==> config.mk <==
export PLATFORM = sky130hd
export DESIGN_NAME = eq_gain_scheduler
export DESIGN_NICKNAME = d
export VERILOG_FILES = /design/src/rtl/eq_sched_pkg.sv /design/src/rtl/eq_gain_scheduler.sv
export SDC_FILE = /design/constraint.sdc
export NUM_CORES = 1
export LEC_CHECK = 0
export ABC_AREA = 1
export CORE_MARGIN = 2
export CORE_UTILIZATION = 49
export CTS_CLUSTER_SIZE = 16
export DETAILED_ROUTE_END_ITERATION = 8
export GPL_TIMING_DRIVEN = 0
export PLACE_DENSITY = 0.75
export SLEW_MARGIN = 10
export SYNTH_ARGS = -nofsm -noshare
export SYNTH_HDL_FRONTEND = slang
export SYNTH_SLANG_ARGS = --single-unit
==> constraint.sdc <==
create_clock -name i_clk -period 4.7 [get_ports i_clk]
set_clock_uncertainty 0.15 [all_clocks]
set_input_delay 0.705 -clock i_clk [delete_from_list [all_inputs] [get_ports i_clk]]
set_output_delay 0.705 -clock i_clk [all_outputs]
set_load 0.02 [all_outputs]
==> src/rtl/eq_sched_pkg.sv <==
// ---------------------------------------------------------------------------
// eq_sched_pkg
// Shared types, default parameters and gain arithmetic helpers for the EQ
// gain scheduler.
//   state_t     : scheduler FSM states (S_IDLE / S_SCAN / S_CLEAR)
//   band_t      : 3-bit band index
//   gain_t      : signed two's complement gain word
//   gain_clamp  : saturates a requested gain into [lo, hi]
//   gain_step   : moves cur toward tgt by at most step
// ---------------------------------------------------------------------------
package eq_sched_pkg;

  localparam int NBAND_DEF    = 6;
  localparam int GW_DEF       = 16;
  localparam int GAIN_MIN_DEF = -11;
  localparam int GAIN_MAX_DEF = 12;
  localparam int STEP_DEF     = 1;

  typedef logic [2:0] band_t;
  typedef logic signed [GW_DEF-1:0] gain_t;

  typedef enum logic [1:0] {
    S_IDLE  = 2'd0,
    S_SCAN  = 2'd1,
    S_CLEAR = 2'd2
  } state_t;

  // Saturating clamp; the bounds are narrowed once so the compares are
  // plain signed GW-bit compares.
  function automatic gain_t gain_clamp(input gain_t g, input int lo, input int hi);
    gain_t lo_g;
    gain_t hi_g;
    lo_g = gain_t'(lo);
    hi_g = gain_t'(hi);
    if (g < lo_g) begin
      return lo_g;
    end else if (g > hi_g) begin
      return hi_g;
    end else begin
      return g;
    end
  endfunction

  // The difference is formed one bit wider than the gain word so that a
  // large span between cur and tgt can never wrap and reverse the ramp.
  function automatic gain_t gain_step(input gain_t cur, input gain_t tgt, input int step);
    logic signed [GW_DEF:0] diff;
    logic signed [GW_DEF:0] lim;
    diff = {tgt[GW_DEF-1], tgt} - {cur[GW_DEF-1], cur};
    lim  = (GW_DEF+1)'(step);
    if (diff > lim) begin
      return cur + gain_t'(step);
    end else if (diff < -lim) begin
      return cur - gain_t'(step);
    end else begin
      return tgt;
    end
  endfunction

endpackage

==> src/rtl/eq_gain_scheduler.sv <==
// ---------------------------------------------------------------------------
// eq_gain_scheduler
// Owns per-band EQ gain state between the menu FSM and the DSP coefficient
// port. The menu posts target gains; on each sample frame every band's
// applied gain is moved one ramp step toward its target and each change is
// emitted as a single-cycle coefficient write.
//
// Ports
//   i_clk        : clock (BCLK domain)
//   i_rst_n      : synchronous reset, active low
//   i_frame      : one-cycle pulse per sample frame
//   i_req_valid  : target-gain request valid
//   i_req_band   : band index of request
//   i_req_gain   : requested target gain (signed)
//   o_req_ready  : request accepted when valid & ready
//   i_clear      : one-cycle pulse, all targets return to 0
//   o_dsp_we     : one-cycle coefficient write strobe
//   o_dsp_band   : band being written
//   o_dsp_gain   : new applied gain for o_dsp_band
//   o_busy       : high while scanning or clearing
//   o_overrun    : sticky, a frame was dropped
//   o_req_err    : one-cycle pulse, accepted request named a missing band
// ---------------------------------------------------------------------------
module eq_gain_scheduler
  import eq_sched_pkg::*;
#(
  parameter int NBAND    = NBAND_DEF,
  parameter int GW       = GW_DEF,
  parameter int GAIN_MIN = GAIN_MIN_DEF,
  parameter int GAIN_MAX = GAIN_MAX_DEF,
  parameter int STEP     = STEP_DEF
) (
  input  logic                 i_clk,
  input  logic                 i_rst_n,
  input  logic                 i_frame,
  input  logic                 i_req_valid,
  input  logic [2:0]           i_req_band,
  input  logic signed [GW-1:0] i_req_gain,
  output logic                 o_req_ready,
  input  logic                 i_clear,
  output logic                 o_dsp_we,
  output logic [2:0]           o_dsp_band,
  output logic signed [GW-1:0] o_dsp_gain,
  output logic                 o_busy,
  output logic                 o_overrun,
  output logic                 o_req_err
);

  localparam band_t LAST_BAND = band_t'(NBAND);

  state_t state;
  state_t state_next;
  band_t  idx;
  band_t  idx_next;

  gain_t tgt [0:NBAND];
  gain_t cur [0:NBAND];

  logic  pending;
  logic  clear_pend;

  logic  last;
  logic  clear_hit;
  logic  req_accept;
  logic  frame_direct;
  logic  frame_queued;
  logic  consume;
  logic  scan_diff;
  gain_t step_val;

  // A clear arriving this cycle blocks the request so clear always wins.
  assign o_req_ready = (state != S_CLEAR) && !i_clear;
  assign req_accept  = i_req_valid && o_req_ready;

  // The scan reads the targets before this edge's request write lands, so a
  // request colliding with the visit takes effect on the following frame.
  always_comb begin
    scan_diff = (state == S_SCAN) && (cur[idx] != tgt[idx]);
    step_val  = gain_step(cur[idx], tgt[idx], STEP);
  end

  always_comb begin
    state_next = state;
    idx_next   = idx;
    last       = (idx == LAST_BAND);
    clear_hit  = clear_pend || i_clear;
    case (state)
      S_IDLE: begin
        if (i_clear) begin
          state_next = S_CLEAR;
        end else if (i_frame || pending) begin
          state_next = S_SCAN;
          idx_next   = '0;
        end
      end
      S_SCAN: begin
        if (last) begin
          if (clear_hit) begin
            state_next = S_CLEAR;
          end else if (pending) begin
            state_next = S_SCAN;
            idx_next   = '0;
          end else begin
            state_next = S_IDLE;
          end
        end else begin
          idx_next = idx + band_t'(1);
        end
      end
      S_CLEAR: begin
        state_next = S_IDLE;
      end
      default: begin
        state_next = S_IDLE;
      end
    endcase
  end

  // Frame bookkeeping: a frame either starts an idle scan directly or is
  // queued in pending; a queued frame arriving while one is already waiting
  // (and not being consumed this edge) is the overrun case.
  always_comb begin
    frame_direct = (state == S_IDLE) && !i_clear && !pending && i_frame;
    frame_queued = i_frame && !frame_direct;
    consume      = pending &&
                   (((state == S_IDLE) && !i_clear) ||
                    ((state == S_SCAN) && last && !clear_hit));
  end

  always_ff @(posedge i_clk) begin
    if (!i_rst_n) begin
      state <= S_IDLE;
      idx   <= '0;
    end else begin
      state <= state_next;
      idx   <= idx_next;
    end
  end

  always_ff @(posedge i_clk) begin
    if (!i_rst_n) begin
      for (int b = 0; b <= NBAND; b++) begin
        tgt[b] <= '0;
        cur[b] <= '0;
      end
      pending    <= 1'b0;
      clear_pend <= 1'b0;
      o_dsp_we   <= 1'b0;
      o_dsp_band <= '0;
      o_dsp_gain <= '0;
      o_busy     <= 1'b0;
      o_overrun  <= 1'b0;
      o_req_err  <= 1'b0;
    end else begin
      o_dsp_we  <= 1'b0;
      o_req_err <= 1'b0;
      o_busy    <= (state_next != S_IDLE);

      if (scan_diff) begin
        cur[idx]   <= step_val;
        o_dsp_we   <= 1'b1;
        o_dsp_band <= idx;
        o_dsp_gain <= step_val;
      end

      if (state == S_CLEAR) begin
        for (int b = 0; b <= NBAND; b++) begin
          tgt[b] <= '0;
        end
        clear_pend <= 1'b0;
      end else begin
        if ((state == S_SCAN) && i_clear) begin
          clear_pend <= 1'b1;
        end
        if (req_accept) begin
          if (i_req_band > LAST_BAND) begin
            o_req_err <= 1'b1;
          end else begin
            tgt[i_req_band] <= gain_clamp(i_req_gain, GAIN_MIN, GAIN_MAX);
          end
        end
      end

      if (frame_queued) begin
        if (pending && !consume) begin
          o_overrun <= 1'b1;
        end else begin
          pending <= 1'b1;
        end
      end else if (consume) begin
        pending <= 1'b0;
      end
    end
  end

endmodule
==> results.yml, run 1 <==
setup_path:
  rr_endpoint: "cur[3][11]$_SDFFCE_PN0P_"
  crit_arrival_ps: 4660
  startpoint_type: "register"
  end_kind: "register"
  crit_chain: "buf_4 -> clkbuf_4 -> clkbuf_2 -> o21ai_0 -> o22ai_1 -> nor2_1 -> a31oi_2 -> ha_2 -> inv_2 -> nor3_2 -> nand4_1 -> nand2_1 -> nor2_4 -> inv_1 -> nor2_4 -> inv_1 -> nand2_2 -> buf_6 -> nand2_2"
  criticalPathCategory: "reg2reg"
  r2r_cells: 19
  worstPathRequired_ps: 4800
  cp_slowest_cell: "ha_2"
  r2r_setup_slack_ps: 140
  crit_path_max_incr_delay_ps: 360
  cp_max_fo: 11
place:
  dp.cells: 2352
  dp_slack_ps: -1350
  place.gp.congestion: 0.903
  portBuffers: 47
  dp_hpwl_mm: 31.2
cells_and_area:
  final_cells: 2422
  num_antenna_cells: 0
  nFillCells: 2688
  syn_to_final_growth_pct: 16.3
  seqCellArea_sq_um: 8190
  multi_input_area_sq_um: 6630
  drive_above_1_share_pct: 12.6
  fin_nets: 2038
detailed_routing:
  dr.pass1.iters: 6
  via_count: 13600
  routedWlPerCell_um: 18.1
  drtAntennaViolNets: 0
  drc: 0
  first_iter_violations: 1667
  drt-total-wl_mm: 43.7
  via_per_inst: 5.60
floorplan:
  initial_utilization_pct: 49.5
  dieWidth_um: 182
  die_area_sq_um: 33300
  rows: 65
  ios: 48
  die_h_um: 182
  core_sq_um: 31500
power_and_ir_drop:
  pwr_density_cell_nw_per_um2: 421
  vdd_drop_max_v: 0.000345
  p_leak_nw: 7.72
  total_power_mw: 7.63
sta:
  max_freq_mhz: 219
  period_needed_ps: 4560
  worst_slack_ps: 143
  tns_ps: 0
  tightest_slew_ps: 1460
  slew_violations: 0
  slew_headroom_pct: 2.58
  hold_viol_final: 0
  setup_viol: 0
  finalCritPeriodShare_pct: 97.0
clocking:
  numCtsBuffers: 31
  htreeDepth: 1
  clock_path_buffers: 3
  cts_tree: "yes"
  clk_pin_slew_ps: 60
  clockRootBuffer: "clkbuf_16"
  clkSinkCount: 289
  ctsHoldBuffers: 0
  insertion_delay_ps: 590
yosys:
  syn-instance-count: 1886
  synthArstFlopShare_pct: 0
  synth_area_sq_um: 15600
  yosysTopAreaCell: "edfxtp_1"
  synth_cell_types: 49
  ys_seq_elements: 289
  yosys-top-cells-area: "edfxtp_1 (46%), nor2_1 (11%), nand2_1 (9.5%), dfxtp_1 (6.3%), nand3_1 (4.6%)"
  synth_edf_count: 240
  ys.warnings.count: 0
  yosysSeqAreaShare_pct: 52.5
  synthFlopType: "edfxtp_1"
  yosys.area.top_type_share_pct: 46.2
  synth_area_per_cell_sq_um: 8.27
worst_hold_path:
  holdPathStages: 2
  min-delay-start: "o_dsp_band[1]$_SDFFE_PN0P_"
  hold_end: "o_dsp_band[1]$_SDFFE_PN0P_"
  hold_path_class: "reg2reg"
global_routing:
  grt_pass1_wl_mm: 68.0
  grt_max_degree: 20
  track_usage_pct: 26.0
  antenna_found_initial: 0
  grt_pass1_vias: 12800
  overflow: 0
outcome:
  status: "complete, no violations"
run:
  maxCapViolations: 0
-- how the worst max path moves through the flow --
stage,to,slack (ps),cells past startpoint
global placement,cur[7][15]$_DFFE_PP_,-1980,16
global route,cur[7][11]$_DFFE_PP_,-10,26
detailed placement,cur[1][5]$_SDFFCE_PN0P_,-1350,19
finish,cur[3][11]$_SDFFCE_PN0P_,140,19
CTS,cur[2][15]$_SDFFCE_PN0P_,3,20
floorplan,cur[7][0]$_DFFE_PP_,310,18
-- cell usage in the layout, fill, tap and decap left out, types with 16 or more instances in the layout --
cell	n
a21oi_1	21
buf_4	25
clkbuf_1	51
clkbuf_16	31
clkdlybuf4s50_1	47
conb_1	16
dfxtp_1	49
edfxtp_1	240
inv_1	156
nand2_1	383
nand2_2	29
nand3_1	142
nand4_1	17
nor2_1	449
nor2_2	18
o21ai_0	115
o22ai_1	20
-- worst max-delay path: cells and delay by family (launching register included) --
| family | cells | cell delay, ps |
|---|---|---|
| buffers and inverters | 7 | 1360 |
| AO/OA/AOI/OAI | 3 | 730 |
| flip-flops | 1 | 310 |
| AND/OR/NAND/NOR | 8 | 1310 |
| adder cells (fa/ha/maj) | 1 | 360 |
-- state kept, by name, summed over array words and instances (netlist names), named ones only --
signal,cells
pending,1
idx,3
cur,128
o_overrun,1
o_dsp_gain,16
o_busy,1
clear_pend,1
o_dsp_band,3
tgt,128
o_dsp_we,1
state,2
o_req_err,1
-- per-layer routing --
metal  part of all wire, %  GRT usage [%]  up-vias
met5                     0              0        -
met4                   2.7           7.90        0
met3                    10           3.45       90
met2                    46           43.1      728
met1                    41           35.7     6372
li1                      -              -     6378
-- repair_timing --
item | CTS | global route
cloned | 0 | 1
pin swaps | 6 | 12
endpoints found under the setup margin | 258 | 247
buffers inserted | 7 | 8
gates resized for setup | 66 | 57
-- final cells by class --
type                       instances  share of cell area, %
buffer                            96                   3.24
tap                              402                   2.77
clock buffer                      43                   4.53
clock inverter                    15                  0.835
sequential                       289                   45.2
timing repair buffer              64                   3.34
inverter                         170                   3.56
multi-input combinational       1343                   36.6
-- cells in the mapped netlist (9+ instances only) --
cell,count
clkbuf_1,58
nor2_2,16
xor2_1,11
buf_2,25
a21oi_1,25
o22ai_1,22
o21ai_1,9
ha_1,18
a31oi_1,12
nand3_1,144
inv_2,9
nand4_1,17
nand2_4,13
o21ai_0,120
edfxtp_1,240
nand2_1,393
nand3_2,9
nand3_4,11
nor2_1,453
nand2_2,24
dfxtp_1,49
inv_1,158
-- kinds of logic (layout without fill, tap and decap cells) --
kind of cell	Yosys count	count (layout)	share of synthesized area (%)
other cells	1	16	0.0241
compound gates	198	198	6.92
fa+ha+maj	19	19	1.57
simple gates	1097	1098	30.8
buf+inv	270	388	7.42
xor+xnor	12	12	0.795
flops	289	289	52.5
-- power by group --
group / leakage (nW) / switching (mW) / internal [mW]
Combinational: 4.38 / 1.50 / 0.763
Sequential: 2.88 / 0.0497 / 2.94
Clock: 0.467 / 1.04 / 1.34
Total: 7.72 / 2.59 / 5.04
-- through the flow --
stage               hold slack [ps]  area, sq um  util [%]
global route                    318        18100      57.6
floorplan                       294        15600         -
detailed placement              284        16700      52.9
finish                          299        18100      57.6
global placement                282        16600      52.8
CTS                             298        17900      56.9
Power figures use the tool's default switching activity.
==> inputs of run 2 (changes only) <==
--- a/config.mk
+++ b/config.mk
@@ -6,7 +6,6 @@
 export NUM_CORES = 1
 export LEC_CHECK = 0
 export ABC_AREA = 1
-export CORE_MARGIN = 2
 export CORE_UTILIZATION = 49
 export CTS_CLUSTER_SIZE = 16
 export DETAILED_ROUTE_END_ITERATION = 8
==> run 2 against run 1 <==
Register-to-register slack about the same. Worst setup slack got worse by 4.6 ps. Utilization increased by 1.1 points. Sequential share of layout area decreased by 0.053 points. Routed wire length increased by 0.59%.
==> results.yml, run 2 (synthesized netlist as in run 1, its figures left out) <==
outcome:
  status: "complete, no violations"
detailed_routing:
  routedWlPerCell_um: 18.2
  drc: 0
  first_iter_violations: 1555
  dr.pass1.iters: 6
  drtAntennaViolNets: 0
  drt-total-wl_mm: 44.0
  via_per_inst: 5.60
  via_count: 13500
floorplan:
  ios: 48
  dieWidth_um: 180
  die_area_sq_um: 32500
  rows: 64
  initial_utilization_pct: 50.4
  die_h_um: 180
  core_sq_um: 30900
clocking:
  insertion_delay_ps: 590
  htreeDepth: 1
  clkSinkCount: 289
  clk_pin_slew_ps: 70
  clockRootBuffer: "clkbuf_16"
  numCtsBuffers: 30
  cts_tree: "yes"
  clock_path_buffers: 3
cells_and_area:
  drive_above_1_share_pct: 12.5
  fin_nets: 2033
  syn_to_final_growth_pct: 16.4
  final_cell_mix: "nor2_1 (448), nand2_1 (383), edfxtp_1 (240), inv_1 (156), nand3_1 (142)"
  mostFrequentLayoutCell: "nor2_1"
  reg.largest.list: "cur x128, tgt x128, o_dsp_gain x16"
  num_antenna_cells: 0
  fin_util_pct: 58.7
sta:
  period_needed_ps: 4560
  tightest_slew_ps: 1290
  slew_headroom_pct: 14.1
  whs_ps: 302
  max_freq_mhz: 219
  slew_violations: 0
  finalCritPeriodShare_pct: 97.1
  worst_slack_ps: 138
  hold_viol_final: 0
  setup_viol: 0
run:
  maxCapViolations: 0
setup_path:
  worstPathRequired_ps: 4890
  criticalPathCategory: "reg2reg"
  cp_max_fo: 12
  crit_arrival_ps: 4750
  end_kind: "register"
  startpoint_type: "register"
power_and_ir_drop:
  pwr-share-seq_pct: 38.6
  pwr_density_cell_nw_per_um2: 426
  p_clk_share_pct: 31.0
  total_power_mw: 7.74
  p_leak_nw: 7.73
  p_int_mw: 5.11
  power_frac_comb_pct: 30.4
  switchingPower_mw: 2.62
  switching_share_pct: 33.9
  vdd_drop_max_v: 0.000368
place:
  place.gp.congestion: 0.901
  dp_slack_ps: -1390
  dp_hpwl_mm: 31.3
  portBuffers: 47
worst_hold_path:
  hold_path_class: "reg2reg"
global_routing:
  track_usage_pct: 26.6
  antenna_found_initial: 0
  grt_max_degree: 20
  grt_pass1_vias: 12800
  grt_pass1_wl_mm: 67.8
  overflow: 0
==> run 2: cell count changes in the layout (fill, tap and decap cells not counted), moves of 4 or more <==
cell      previous run  this run
clkbuf_1            51        41
clkbuf_4             5        10
buf_4               25        21
buf_6               14        10
clkinv_2             5         9
o22ai_1             20        16
o22ai_2              2         6
==> run 2: repair_timing <==
action,4_1_cts,5_1_grt
hold buffers,0,0
gates cloned,0,1
resized for setup,64,61
buffers inserted,7,2
pin swaps,2,3
setup endpoints to repair,258,249
==> run 2: per-layer routing <==
layer	part of all wire, %	vias to the layer above	global-route usage [%]	routed length [um]
met1	41	6326	35.5	17900
met5	0	-	0	0
li1	-	6375	-	-
met3	10	88	4.26	4410
met2	46	707	43.8	20400
met4	3.0	0	9.33	1310
==> run 2: path summary, 6_finish.rpt <==
path | startpoint | end | slack, ps | cells past startpoint
worst min register to register | o_dsp_band[1]$_SDFFE_PN0P_ | o_dsp_band[1]$_SDFFE_PN0P_ | 300 | 2
worst max-delay path | register | cur[7][9]$_DFFE_PP_ | 140 | 21
worst max register to register | register | cur[7][9]$_DFFE_PP_ | 140 | 21
worst min-delay path | o_dsp_band[1]$_SDFFE_PN0P_ | o_dsp_band[1]$_SDFFE_PN0P_ | 300 | 2
==> run 2: area by class of cell <==
class | instances | area [sq um]
Buffer | 98 | 604
Clock buffer | 34 | 786
Clock inverter | 22 | 215
Fill cell | 2649 | 12800
Inverter | 170 | 646
Multi-Input combinational cell | 1342 | 6630
Sequential cell | 289 | 8190
Tap cell | 396 | 495
Timing Repair Buffer | 59 | 591
==> run 2: worst max-delay path, cell delays in order (launching register included) <==
cell and delay, ps:
dfxtp_1 300, buf_4 180, inv_4 160, buf_4 250, clkbuf_4 270, o21ai_0 110
o22ai_1 280, nor2_1 110, a31oi_2 250, ha_1 360, a21oi_1 230, nor3_1 80
a211oi_1 340, nand2_4 110, xor2_4 270, buf_12 150, nand2_4 90, buf_8 170
nand2_1 80, nand3_2 90, nand2_2 170, inv_1 80
==> run 2: stage by stage <==
| step | instance area (sq um) | TNS [ps] | cells |
|---|---|---|---|
| after floorplan | 15600 | 0 | 1901 |
| after detailed placement | 16600 | -210050 | 2346 |
| after global placement | 16600 | -231570 | 2344 |
| after CTS | 17900 | 0 | 2407 |
| after global routing | 18200 | -1880 | 2410 |
| final | 18200 | 0 | 2410 |
==> run 2: power by group through the flow <==
| stage | logic, mW | registers, mW | clock network [mW] |
|---|---|---|---|
| 2_1_floorplan | 1.53 | 3.05 | 0 |
| 6_report | 2.35 | 2.98 | 2.40 |
| 3_3_place_gp | 2.05 | 3.03 | 0 |
| 5_1_grt | 2.54 | 3.00 | 2.48 |
| 4_1_cts | 2.19 | 2.98 | 2.38 |
| 3_5_place_dp | 2.09 | 3.04 | 0 |
==> variant, RTL diff (config.mk and constraints of run 2) <==
Add an input register stage for `i_req_gain`, with the module's reset; this delays it by one clock. The other inputs are not delayed to match.
--- a/src/rtl/eq_gain_scheduler.sv
+++ b/src/rtl/eq_gain_scheduler.sv
@@ -50,2 +50,12 @@
 
+  logic signed [GW-1:0] i_req_gain_q;
+
+  always_ff @(posedge i_clk) begin
+    if (!i_rst_n) begin
+      i_req_gain_q <= '0;
+    end else begin
+      i_req_gain_q <= i_req_gain;
+    end
+  end
+
   state_t state;
@@ -178,3 +188,3 @@
           end else begin
-            tgt[i_req_band] <= gain_clamp(i_req_gain, GAIN_MIN, GAIN_MAX);
+            tgt[i_req_band] <= gain_clamp(i_req_gain_q, GAIN_MIN, GAIN_MAX);
           end
Behaviour: not the same (a bounded check fails within 4 cycles, from zero or initial values and one cycle with i_rst_n low).
==> variant against run 2 <==
Wire length grew 0.65%. Synthesized area grew 2.4%. Cell count is 4.7% higher. Design area grew 3.4%. Setup slack gained 11 ps. Sequential cell count increased by 16. Total power shrank 0.96%.
==> variant: results (changes against run 2) <==
Cells and area
  • Top Registers: cur x128, tgt x128 (was cur x128, tgt x128, o_dsp_gain x16)
  • Ant. Diodes: 0 (unchanged)
  • Nets: 2,105 (was 2,033)
  • Share of layout cells above drive strength 1: 0.1288 (was 0.1251)

Status
  • Status: complete, no violations (unchanged)

Placed design
  • Post-placement cell count: 2,450 (was 2,346)
  • Dpl hpwl: 31.38 mm (was 31.27 mm)
  • IO buf count: 46 (was 47)
  • Routability congestion estimate from global placement: 0.9343 (was 0.9013)
  • Cell Area, Placed: 0.01706 mm2 (was 0.01664 mm2)
  • Setup slack at placement: -1603 ps (was -1385 ps)

Global routing
  • Gr usage total: 0.2637 (was 0.2656)
  • Pin count of the biggest net entering global routing: 17 (was 20)
  • First-pass GRT wire length: 67.56 mm (was 67.81 mm)

Pwr
  • Worst VDD drop: 0.3038 mV (was 0.3676 mV)
  • Lkg Pwr: 8.223 nW (was 7.735 nW)

Clocking
  • Root buf cell: clkbuf_16 (unchanged)
  • H-tree depth: 2 (was 1)
  • Skew-Pair Late Insertion Delay: 530 ps (was 590 ps)
  • CTS Buf Count: 34 (was 30)

Worst setup path
  • CP arrival: 4620 ps (was 4750 ps)
  • Crit-path slowest cell: ha_2 (was ha_1)
  • Worst r2r path cells: 22 (was 21)
  • Highest cell delay on the worst timing path: 440 ps (was 360 ps)
  • Max FO, Critical Path: 16 (was 12)

STA
  • Worst slew pin tran: 1020 ps (was 1289 ps)

Route
  • DR iter-0 viols: 1,268 (was 1,555)
  • Vias: 13,498 (was 13,496)
  • WL/cell: 17.55 um (was 18.25 um)
  • Drt pass-1 iters: 8 (was 6)
  • Vias/cell: 5.350 (was 5.600)

Synth
  • Cells after Synth: 1,951 (was 1,886)
  • Seq/Total Area, Yosys: 0.5330 (was 0.5252)
  • Synth area leaders: edfxtp_1 (45%), nand2_1 (11%), nor2_1 (9.8%) (was edfxtp_1 (46%), nor2_1 (11%), nand2_1 (9.5%))
  • Top cells by instance count after synthesis: nand2_1 (479), nor2_1 (416), edfxtp_1 (240) (was nor2_1 (453), nand2_1 (393), edfxtp_1 (240))
  • Netlist cell types: 51 (was 49)
  • Post-synth ARST share: 0 (unchanged)
[variant: cell families after synthesis]
kind of cell             share of synthesized area
buffers and inverters                      0.08732
flip-flops                                  0.5330
other                                    0.0002349
AND/OR/NAND/NOR                             0.3005
adder cells (fa/ha/maj)                    0.01536
XOR/XNOR                                   0.01105
AO/OA/AOI/OAI                              0.05252
[variant: final timing paths]
kind / from / endpoint / slack, ps
worst min register to register: o_dsp_gain[12]$_SDFFE_PN0P_ / o_dsp_gain[12]$_SDFFE_PN0P_ / 300
worst max-delay path: register / cur[3][8]$_SDFFCE_PN0P_ / 150
worst max register to register: register / cur[3][8]$_SDFFCE_PN0P_ / 150
worst min-delay path: o_dsp_gain[12]$_SDFFE_PN0P_ / o_dsp_gain[12]$_SDFFE_PN0P_ / 300
[variant: what timing repair did]
| item | in CTS | in global routing |
|---|---|---|
| endpoints found under the setup margin | 254 | 244 |
| gates cloned | 0 | 0 |
| resized for setup | 69 | 69 |
| pin swaps | 0 | 18 |
| buffers inserted | 0 | 11 |
[variant: area by class of cell]
cell class | instances | area (um2)
Clock inverter | 8 | 111.4
Fill cell | 2729 | 13030
Inverter | 236 | 889.6
Clock buffer | 54 | 967.2
Sequential cell | 305 | 8508
Tap cell | 435 | 544.3
Multi-Input combinational cell | 1327 | 6573
Timing Repair Buffer | 60 | 573.1
Buffer | 98 | 606.8
[variant: power breakdown]
group / total, mW / switching [mW] / leakage (nW) / internal, mW
clock: 2.59 / 1.10 / 0.519 / 1.49
combinational: 1.96 / 1.32 / 4.69 / 0.647
sequential: 3.11 / 0.0462 / 3.02 / 3.06
[variant: routing by layer]
layer,share of wire,track usage
met1,0.42,0.3635
met2,0.47,0.4354
met3,0.087,0.03213
met4,0.025,0.07933
met5,0,0
[variant: tightest hold or removal path, cell delays in order (launching register included)]
cell	delay [ps]
dfxtp_1	300
nand2_1	60
nand2_1	40
